--- src/rtl/spi_reg_bank.sv ---
// SPI mode-0 peripheral with a NUM_REGS x DATA_W read/write register bank.
// Every SPI pin is resynchronised into clk; the register contents drive regs_flat.
module spi_reg_bank #(
    parameter int                DATA_W    = 8,
    parameter int                ADDR_W    = 7,
    parameter int                NUM_REGS  = 5,
    parameter logic [DATA_W-1:0] RESET_VAL = {DATA_W{1'b0}}
) (
    input  logic                         clk,
    input  logic                         rst,
    input  logic                         sclk,
    input  logic                         copi,
    input  logic                         ncs,
    output logic                         cipo,
    output logic                         cipo_oe,
    output logic [NUM_REGS*DATA_W-1:0]   regs_flat,
    output logic                         wr_pulse,
    output logic [ADDR_W-1:0]            wr_addr,
    output logic                         frame_err
);
    localparam int FRAME_LEN = 1 + ADDR_W + DATA_W;
    localparam int CNT_W     = $clog2(FRAME_LEN + 2);

    localparam logic [CNT_W-1:0] CNT_ONE      = CNT_W'(1);
    localparam logic [CNT_W-1:0] CNT_HDR_LAST = CNT_W'(ADDR_W);
    localparam logic [CNT_W-1:0] CNT_HDR_DONE = CNT_W'(ADDR_W + 1);
    localparam logic [CNT_W-1:0] CNT_FRAME    = CNT_W'(FRAME_LEN);
    localparam logic [CNT_W-1:0] CNT_SAT      = CNT_W'(FRAME_LEN + 1);
    localparam logic [ADDR_W:0]  NUM_REGS_V   = (ADDR_W + 1)'(NUM_REGS);

    localparam logic [1:0] IDLE   = 2'd0;
    localparam logic [1:0] HDR    = 2'd1;
    localparam logic [1:0] DATA   = 2'd2;
    localparam logic [1:0] COMMIT = 2'd3;

    logic sclk_meta_r, sclk_sync_r, sclk_prev_r;
    logic copi_meta_r, copi_sync_r;
    logic ncs_meta_r, ncs_sync_r, ncs_prev_r;

    logic [1:0]                   state_r;
    logic                         armed_r;
    logic [CNT_W-1:0]             bit_cnt_r;
    logic [ADDR_W:0]              hdr_sr_r;
    logic [DATA_W-1:0]            data_sr_r;
    logic [DATA_W-1:0]            tx_sr_r;
    logic [NUM_REGS*DATA_W-1:0]   regs_flat_r;
    logic                         cipo_r, cipo_oe_r, wr_pulse_r, frame_err_r;
    logic [ADDR_W-1:0]            wr_addr_r;

    logic                         sclk_rise_s, sclk_fall_s, ncs_rise_s, ncs_fall_s;
    logic [ADDR_W:0]              hdr_next_s;
    logic [DATA_W-1:0]            rd_data_s;
    logic [ADDR_W-1:0]            commit_addr_s;
    logic                         len_ok_s, in_range_s, wr_en_s;

    // Edge detection on the synchronised pins and commit decode.
    always_comb begin
        sclk_rise_s   = sclk_sync_r & ~sclk_prev_r;
        sclk_fall_s   = ~sclk_sync_r & sclk_prev_r;
        ncs_rise_s    = ncs_sync_r & ~ncs_prev_r;
        ncs_fall_s    = ~ncs_sync_r & ncs_prev_r;
        hdr_next_s    = {hdr_sr_r[ADDR_W-1:0], copi_sync_r};
        commit_addr_s = hdr_sr_r[ADDR_W-1:0];
        len_ok_s      = (bit_cnt_r == CNT_FRAME);
        in_range_s    = ({1'b0, commit_addr_s} < NUM_REGS_V);
        wr_en_s       = (state_r == COMMIT) && len_ok_s && hdr_sr_r[ADDR_W] && in_range_s;
    end

    // Read mux for the address completing on this rise; unmapped addresses read as zero.
    always_comb begin
        rd_data_s = {DATA_W{1'b0}};
        for (int i = 0; i < NUM_REGS; i++) begin
            rd_data_s = (hdr_next_s[ADDR_W-1:0] == ADDR_W'(i)) ?
                        regs_flat_r[i*DATA_W +: DATA_W] : rd_data_s;
        end
    end

    // Register bank: only a complete, in-range write frame updates it.
    always_ff @(posedge clk) begin
        if (rst) begin
            regs_flat_r <= {NUM_REGS{RESET_VAL}};
        end else begin
            for (int i = 0; i < NUM_REGS; i++) begin
                if (wr_en_s && (commit_addr_s == ADDR_W'(i))) begin
                    regs_flat_r[i*DATA_W +: DATA_W] <= data_sr_r;
                end
            end
        end
    end

    // Synchronisers, frame FSM, shift registers and registered outputs.
    always_ff @(posedge clk) begin
        if (rst) begin
            sclk_meta_r <= 1'b0; sclk_sync_r <= 1'b0; sclk_prev_r <= 1'b0;
            copi_meta_r <= 1'b0; copi_sync_r <= 1'b0;
            ncs_meta_r  <= 1'b0; ncs_sync_r  <= 1'b0; ncs_prev_r  <= 1'b0;
            state_r     <= IDLE;
            armed_r     <= 1'b0;
            bit_cnt_r   <= {CNT_W{1'b0}};
            hdr_sr_r    <= {(ADDR_W+1){1'b0}};
            data_sr_r   <= {DATA_W{1'b0}};
            tx_sr_r     <= {DATA_W{1'b0}};
            cipo_r      <= 1'b0;
            cipo_oe_r   <= 1'b0;
            wr_pulse_r  <= 1'b0;
            frame_err_r <= 1'b0;
            wr_addr_r   <= {ADDR_W{1'b0}};
        end else begin
            sclk_meta_r <= sclk;      sclk_sync_r <= sclk_meta_r; sclk_prev_r <= sclk_sync_r;
            copi_meta_r <= copi;      copi_sync_r <= copi_meta_r;
            ncs_meta_r  <= ncs;       ncs_sync_r  <= ncs_meta_r;  ncs_prev_r  <= ncs_sync_r;
            wr_pulse_r  <= 1'b0;
            frame_err_r <= 1'b0;
            cipo_oe_r   <= armed_r & ~ncs_sync_r;
            cipo_r      <= (state_r == DATA) & tx_sr_r[DATA_W-1];
            if (ncs_rise_s) begin
                state_r <= COMMIT;
            end else begin
                case (state_r)
                    IDLE: begin
                        bit_cnt_r <= {CNT_W{1'b0}};
                        if (ncs_fall_s) begin
                            state_r   <= HDR;
                            armed_r   <= 1'b1;
                            hdr_sr_r  <= {(ADDR_W+1){1'b0}};
                            data_sr_r <= {DATA_W{1'b0}};
                        end
                    end
                    HDR: begin
                        if (sclk_rise_s) begin
                            hdr_sr_r  <= hdr_next_s;
                            bit_cnt_r <= bit_cnt_r + CNT_ONE;
                            if (bit_cnt_r == CNT_HDR_LAST) begin
                                state_r <= DATA;
                                tx_sr_r <= rd_data_s;
                            end
                        end
                    end
                    DATA: begin
                        if (sclk_rise_s) begin
                            data_sr_r <= {data_sr_r[DATA_W-2:0], copi_sync_r};
                            if (bit_cnt_r != CNT_SAT) begin
                                bit_cnt_r <= bit_cnt_r + CNT_ONE;
                            end
                        // The fall right after the header keeps the MSB on cipo for the first data rise.
                        end else if (sclk_fall_s && (bit_cnt_r != CNT_HDR_DONE)) begin
                            tx_sr_r <= {tx_sr_r[DATA_W-2:0], 1'b0};
                        end
                    end
                    COMMIT: begin
                        state_r     <= IDLE;
                        armed_r     <= 1'b0;
                        bit_cnt_r   <= {CNT_W{1'b0}};
                        tx_sr_r     <= {DATA_W{1'b0}};
                        frame_err_r <= armed_r & ~len_ok_s;
                        if (wr_en_s) begin
                            wr_pulse_r <= 1'b1;
                            wr_addr_r  <= commit_addr_s;
                        end
                    end
                    default: begin
                        state_r <= IDLE;
                    end
                endcase
            end
        end
    end

    assign cipo      = cipo_r;
    assign cipo_oe   = cipo_oe_r;
    assign regs_flat = regs_flat_r;
    assign wr_pulse  = wr_pulse_r;
    assign wr_addr   = wr_addr_r;
    assign frame_err = frame_err_r;
endmodule
--- config.mk ---
export PLATFORM = sky130hd
export DESIGN_NAME = spi_reg_bank
export DESIGN_NICKNAME = d
export VERILOG_FILES = /design/src/rtl/spi_reg_bank.sv
export SDC_FILE = /design/constraint.sdc
export NUM_CORES = 1
export LEC_CHECK = 0
export ABC_AREA = 1
export BUFFER_PORTS_ARGS = -buffer_cell sky130_fd_sc_hd__buf_2
export CAP_MARGIN = 10
export CORE_MARGIN = 5
export CORE_UTILIZATION = 50
export DETAILED_ROUTE_END_ITERATION = 8
export HOLD_SLACK_MARGIN = 0.05
export PLACE_DENSITY = 0.71
export SLEW_MARGIN = 25
export SYNTH_ARGS = -nofsm -noshare
export SYNTH_HDL_FRONTEND = slang
export SYNTH_SLANG_ARGS = --single-unit
--- constraint.sdc ---
create_clock -name clk -period 3.7 [get_ports clk]
set_input_delay 0.555 -clock clk [delete_from_list [all_inputs] [get_ports clk]]
set_output_delay 0.555 -clock clk [all_outputs]
set_load 0.02 [all_outputs]
**Word level (Yosys, flattened, before mapping)**

Cells that the tools add are included.

- Add/subtract/negate cells: 1
- Multiply operators: 0
- Divide/modulo/power cells: 0
- $lt $le $gt $ge: 1
- Eq/ne operators: 25
- Shift-type cells: 0
- Multiplexer cells: 27
- Bitwise logic cells: 14
- Reductions and logical operators: 26

Operators with widths:

| kind | number |
|---|---|
| $mux 8 | 12 |
| $pmux 8 s2 | 2 |
| $eq 7x2->1 const B | 4 |
| $pmux 8 s3 | 1 |
| $reduce_and 4->1 | 4 |
| $mux 5 | 3 |
| $pmux 5 s3 | 1 |
| $eq 7x1->1 const B | 2 |
| $eq 7x3->1 const B | 2 |
| $logic_not 7->1 | 2 |
| $ne 2x2->1 const B | 5 |
| $logic_and 1x1->1 | 9 |
| $ne 3x3->1 const B | 3 |
| $mux 2 | 4 |
| $and 1x1->1 | 7 |
| $lt 7x3->1 const B | 1 |
| $not 1->1 | 7 |
| $pmux 2 s3 | 1 |
| $reduce_and 3->1 | 2 |
| $reduce_and 6->1 | 1 |
| $reduce_bool 2->1 | 3 |
| $add 5x1->5 const B | 1 |
| $eq 5x3->1 const B | 1 |
| $eq 5x5->1 const B | 1 |
| other kinds (12) | 15 |

- Register bits after elaboration: 91
- Bits in latches: 0
- Memory bits (writable): 0
- ROM bits: 0
- Input port bits: 5
- Output and inout bits: 51
- Word-level logic and storage cells: 118
- Memories kept: 0

**Depth between registers and ports, before layout**

- Word-level depth: 9
- Gate-level depth with buffers: 11
- Gate-level depth less buffers: 9

**Least setup slack after synthesis**

OpenSTA, ideal clock, no wires.

- Kind: flip-flop to flip-flop
- From: reg state_r[0]
- To: reg tx_sr_r[7]
- Library setup time: 70 ps
- Arrival time: 1,579 ps
- Required time: 3,630 ps
- Setup slack: 2,051 ps
- Cell stages (with the launch flop): 12
- Path buffers: 2
- Period minus slack after synthesis: 1,649 ps
- Cells stage by stage: dfxtp_1 -> inv_1 -> ha_1 -> buf_2 -> nand3_1 -> nand2_1 -> nor2_1 -> nand3_1 -> buf_2 -> nand2_1 -> nand2_1 -> a21oi_1

- Cells in the longest elaborated chain, start to end: 3
- Elaborated cells between the ends (all ways): 10
- Classes of those cells: eq/ne (7); mux (1); reduce/logical (2)

RTL lines:

| element | line | RTL |
|---|---|---|
| start: declaration | 40 | `logic [1:0] state_r;` |
| start signal: assignment | 97 | `state_r <= IDLE;` |
| start signal: assignment | 117 | `state_r <= COMMIT;` |
| start signal: assignment | 123 | `state_r <= HDR;` |
| $eq 2x1->1 / $eq 2x2->1 (equally long branches) | 119 | `case (state_r)` |
| $ne 2x2->1 (no line) (tied with other cells) | - |  |
| $reduce_and 6->1 (no line) | - |  |
| end signal: assignment | 135 | `tx_sr_r <= rd_data_s;` |
| end signal: assignment | 147 | `tx_sr_r <= {tx_sr_r[DATA_W-2:0], 1'b0};` |
| end signal: assignment | 154 | `tx_sr_r <= {DATA_W{1'b0}};` |
| end: declaration | 45 | `logic [DATA_W-1:0] tx_sr_r;` |

Parallel ways exist; a longest one is shown, timed or not.
A chain may end at the register's enable or synchronous reset.

**Worst setup path after layout**

- From: reg state_r[1]
- To: reg regs_flat_r[14], in the netlist regs_flat[14]

- Cells in the longest elaborated chain, start to end: 5

RTL lines:

| element | line | RTL |
|---|---|---|
| $eq 2x2->1 | 66 | `wr_en_s = (state_r == COMMIT) && len_ok_s && hdr_sr_r[ADDR_W] && in_range_s;` |
| $logic_and 1x1->1 (3 in a row) | 66 |  |
| $logic_and 1x1->1 | 84 | `if (wr_en_s && (commit_addr_s == ADDR_W'(i))) begin` |
| end signal: assignment | 81 | `regs_flat_r <= {NUM_REGS{RESET_VAL}};` |
| end signal: indexed assignment | 85 | `regs_flat_r[i*DATA_W +: DATA_W] <= data_sr_r;` |
| end: declaration | 46 | `logic [NUM_REGS*DATA_W-1:0] regs_flat_r;` |

Every way passes these cells.

==> impl_metrics.tcl <==
set metrics [dict create \
    outcome "complete, no violations" \
    hpwlAfterDp_um 7520 \
    n_antenna_cell 0 \
    holdWs_ns 0.402 \
    grt_pass1_vias 3569 \
    ctsResizeCount 0 \
    worstHoldStart "ncs" \
    gp_congestion 0.849 \
    worstReg2RegStart "state_r[1]" \
    clk_pin_slew_worst_paths_ns 0.09 \
    vias_per_cell 5.24 \
    arrival_ns 2.67 \
    slew_headroom_pct 46.9 \
    post-cts-setup-buffers 0 \
    yosys_warnings 0 \
    fin_nets 650 \
    io_pins 56 \
    cp-start-kind "flip-flop" \
    antenna_found_initial 0 \
    synth_cells 592 \
    drv_cap 0 \
    overflow 0 \
    insertion_delay_ns 0.36 \
    finalWirelength_um 10200 \
    area_growth_pct 11.4 \
    synth_seq_area_share_pct 43.5 \
    skew_ns 0.0158 \
    clock-sinks 91 \
    leakage_nw 2.20 \
    synthFlopType "dfxtp_1" \
    fp.dieH_um 102 \
    timing.setup.tns_ns 0 \
    drtPass1Iterations 5 \
    vias 3912 \
    critPathKind "reg2reg" \
    setup-violations-final 0 \
    ctsHoldBuffers 0 \
    powerDensity_nw_per_um2 473 \
    post-route-drc-count 0 \
    placed_area_um2 4480 \
    synthArstFlopShare_pct 0 \
    irDropWorstVdd_mv 0.204 \
    synth_nets 606 \
    syn_area_per_cell_um2 7.08 \
    synth_area_leaders "dfxtp_1, nand2_1, nor2_1, nand3_1, inv_1" \
    ys_ff_latch 91 \
    post-route-period-util_pct 65.2 \
    initialDrtViolationCount 271 \
    worst_pin_slew_ns 0.796 \
    drive_gt1_share_pct 13.4 \
    grt_max_degree 35 \
    rows 33 \
    cts_buffers 9 \
    ys_types 30 \
    clock_path_buffers 2 \
    cts_tree "done" \
    nFillCells 793 \
    gr-usage-all-layers_pct 20.7 \
    stdcell_area_um2 4670 \
    routedWlPerCell_um 13.7 \
    htree_levels 3 \
    synth_edf_count 0 \
    p_total_w 0.00221 \
    max_clock_freq_mhz 415 \
    ys_top_cells_by_count "nand2_1, nor2_1, dfxtp_1, inv_1, nand3_1" \
    grt_pass1_wl_um 17000 \
    slew_violations 0 \
    start_util_pct 51.3 \
    portBuffers 55 \
    yosys.area.top_type "dfxtp_1" \
    startpoint "state_r[1]" \
    worstPathMaxFanout 29 \
    cp-end-kind "flip-flop" \
    root_buffer "clkbuf_8" \
    syn-cell-area_um2 4190 \
    fp.dieW_um 102 \
    drtAntennaViolNets 0 \
    core-area_um2 8180 \
    cp_data_required_time_ns 3.96 \
    rsz0062_at_grt "false" \
    hold_viol 0 \
    min_period_ns 2.41 \
    hp-class "in2reg" \
    dieArea_um2 10300 \
    synth_top_cell_area_share_pct 43.5 \
]
## per-layer routing
layer  global-route usage [%]  vias to the layer above  share of wire [%]
met5                        0                        -                  0
met4                     8.69                        0                2.7
met3                     4.68                       19                6.1
met2                     31.0                      117                 44
met1                     28.6                     1778                 47
li1                         -                     1998                  -
## layout make-up
type                            instances  area (µm²)  share of cell area (%)
Sequential cell                        91        1820                    39.0
Tap cell                              105         131                    2.81
Timing Repair Buffer                   57         290                    6.22
Clock buffer                           11         151                    3.24
Clock inverter                          5        36.3                   0.777
Inverter                               63         236                    5.06
Multi-Input combinational cell        414        2000                    42.9
## report_power, final
part / internal [W] / leakage, nW / switching, W
sequential: 0.00104 / 0.737 / 0.0000687
clock: 0.000284 / 0.0997 / 0.000354
combinational: 0.000155 / 1.37 / 0.000304
## path summary, 6_finish.rpt
| check | endpoint | slack [ns] | cells after the start |
|---|---|---|---|
| worst max register to register | regs_flat[14] | 1.29 | 8 |
| worst max-delay path | regs_flat[14] | 1.29 | 8 |
| worst min register to register | sclk_sync_r | 0.41 | 2 |
| worst min-delay path | ncs_meta_r | 0.40 | 3 |
## cells by family after synthesis
family | Yosys count | share of synthesized area, %
buffers and inverters | 87 | 8.75
flip-flops | 91 | 43.5
XOR/XNOR | 2 | 0.418
AO/OA/AOI/OAI | 84 | 11.1
adder cells (fa/ha/maj) | 9 | 2.69
AND/OR/NAND/NOR | 319 | 33.6
## placed cells by master (no fill, tap or decap)
cell type,count
nand3_1,55
ha_1,9
xor2_1,2
a21oi_1,27
clkinv_4,2
buf_2,55
nor2_2,3
dfxtp_1,91
o21ai_0,37
nor3_1,28
clkbuf_8,11
inv_2,1
nor3_4,1
inv_6,1
nand2_1,109
a211oi_1,8
a21boi_1,1
a31oi_1,1
clkinv_2,2
nand2_2,1
buf_4,2
inv_1,62
nand4_2,3
nor2_4,3
o21bai_1,7
a311oi_1,1
nor2_1,109
nor2_8,1
o21ai_1,2
nand3b_1,2
nand4_1,4
## worst max-delay path, stage by stage, from the launching register on
cell	delay, ns
dfxtp_1	0.39
ha_1	0.27
nand3_1	0.15
nor3_4	0.22
nand2_2	0.39
nor2_2	0.63
nand2_1	0.11
nand2_1	0.09
nor2_1	0.05
## flip-flops by register name, summed over array words and instances (netlist names), 2 cells and up
signal     flops
wr_addr        7
state_r        2
regs_flat     40
data_sr_r      8
bit_cnt_r      5
tx_sr_r        8
hdr_sr_r       8
## through the flow
| step | util, % | cells | setup WS (ns) |
|---|---|---|---|
| 2_1_floorplan | - | 592 | 2.05 |
| 3_3_place_gp | 54.8 | 730 | 1.34 |
| 3_5_place_dp | 54.8 | 730 | 1.30 |
| 4_1_cts | 57.1 | 746 | 1.29 |
| 5_1_grt | 57.1 | 746 | 1.04 |
| 6_report | 57.1 | 746 | 1.29 |
Note: power is estimated with default switching activity, not from simulation.
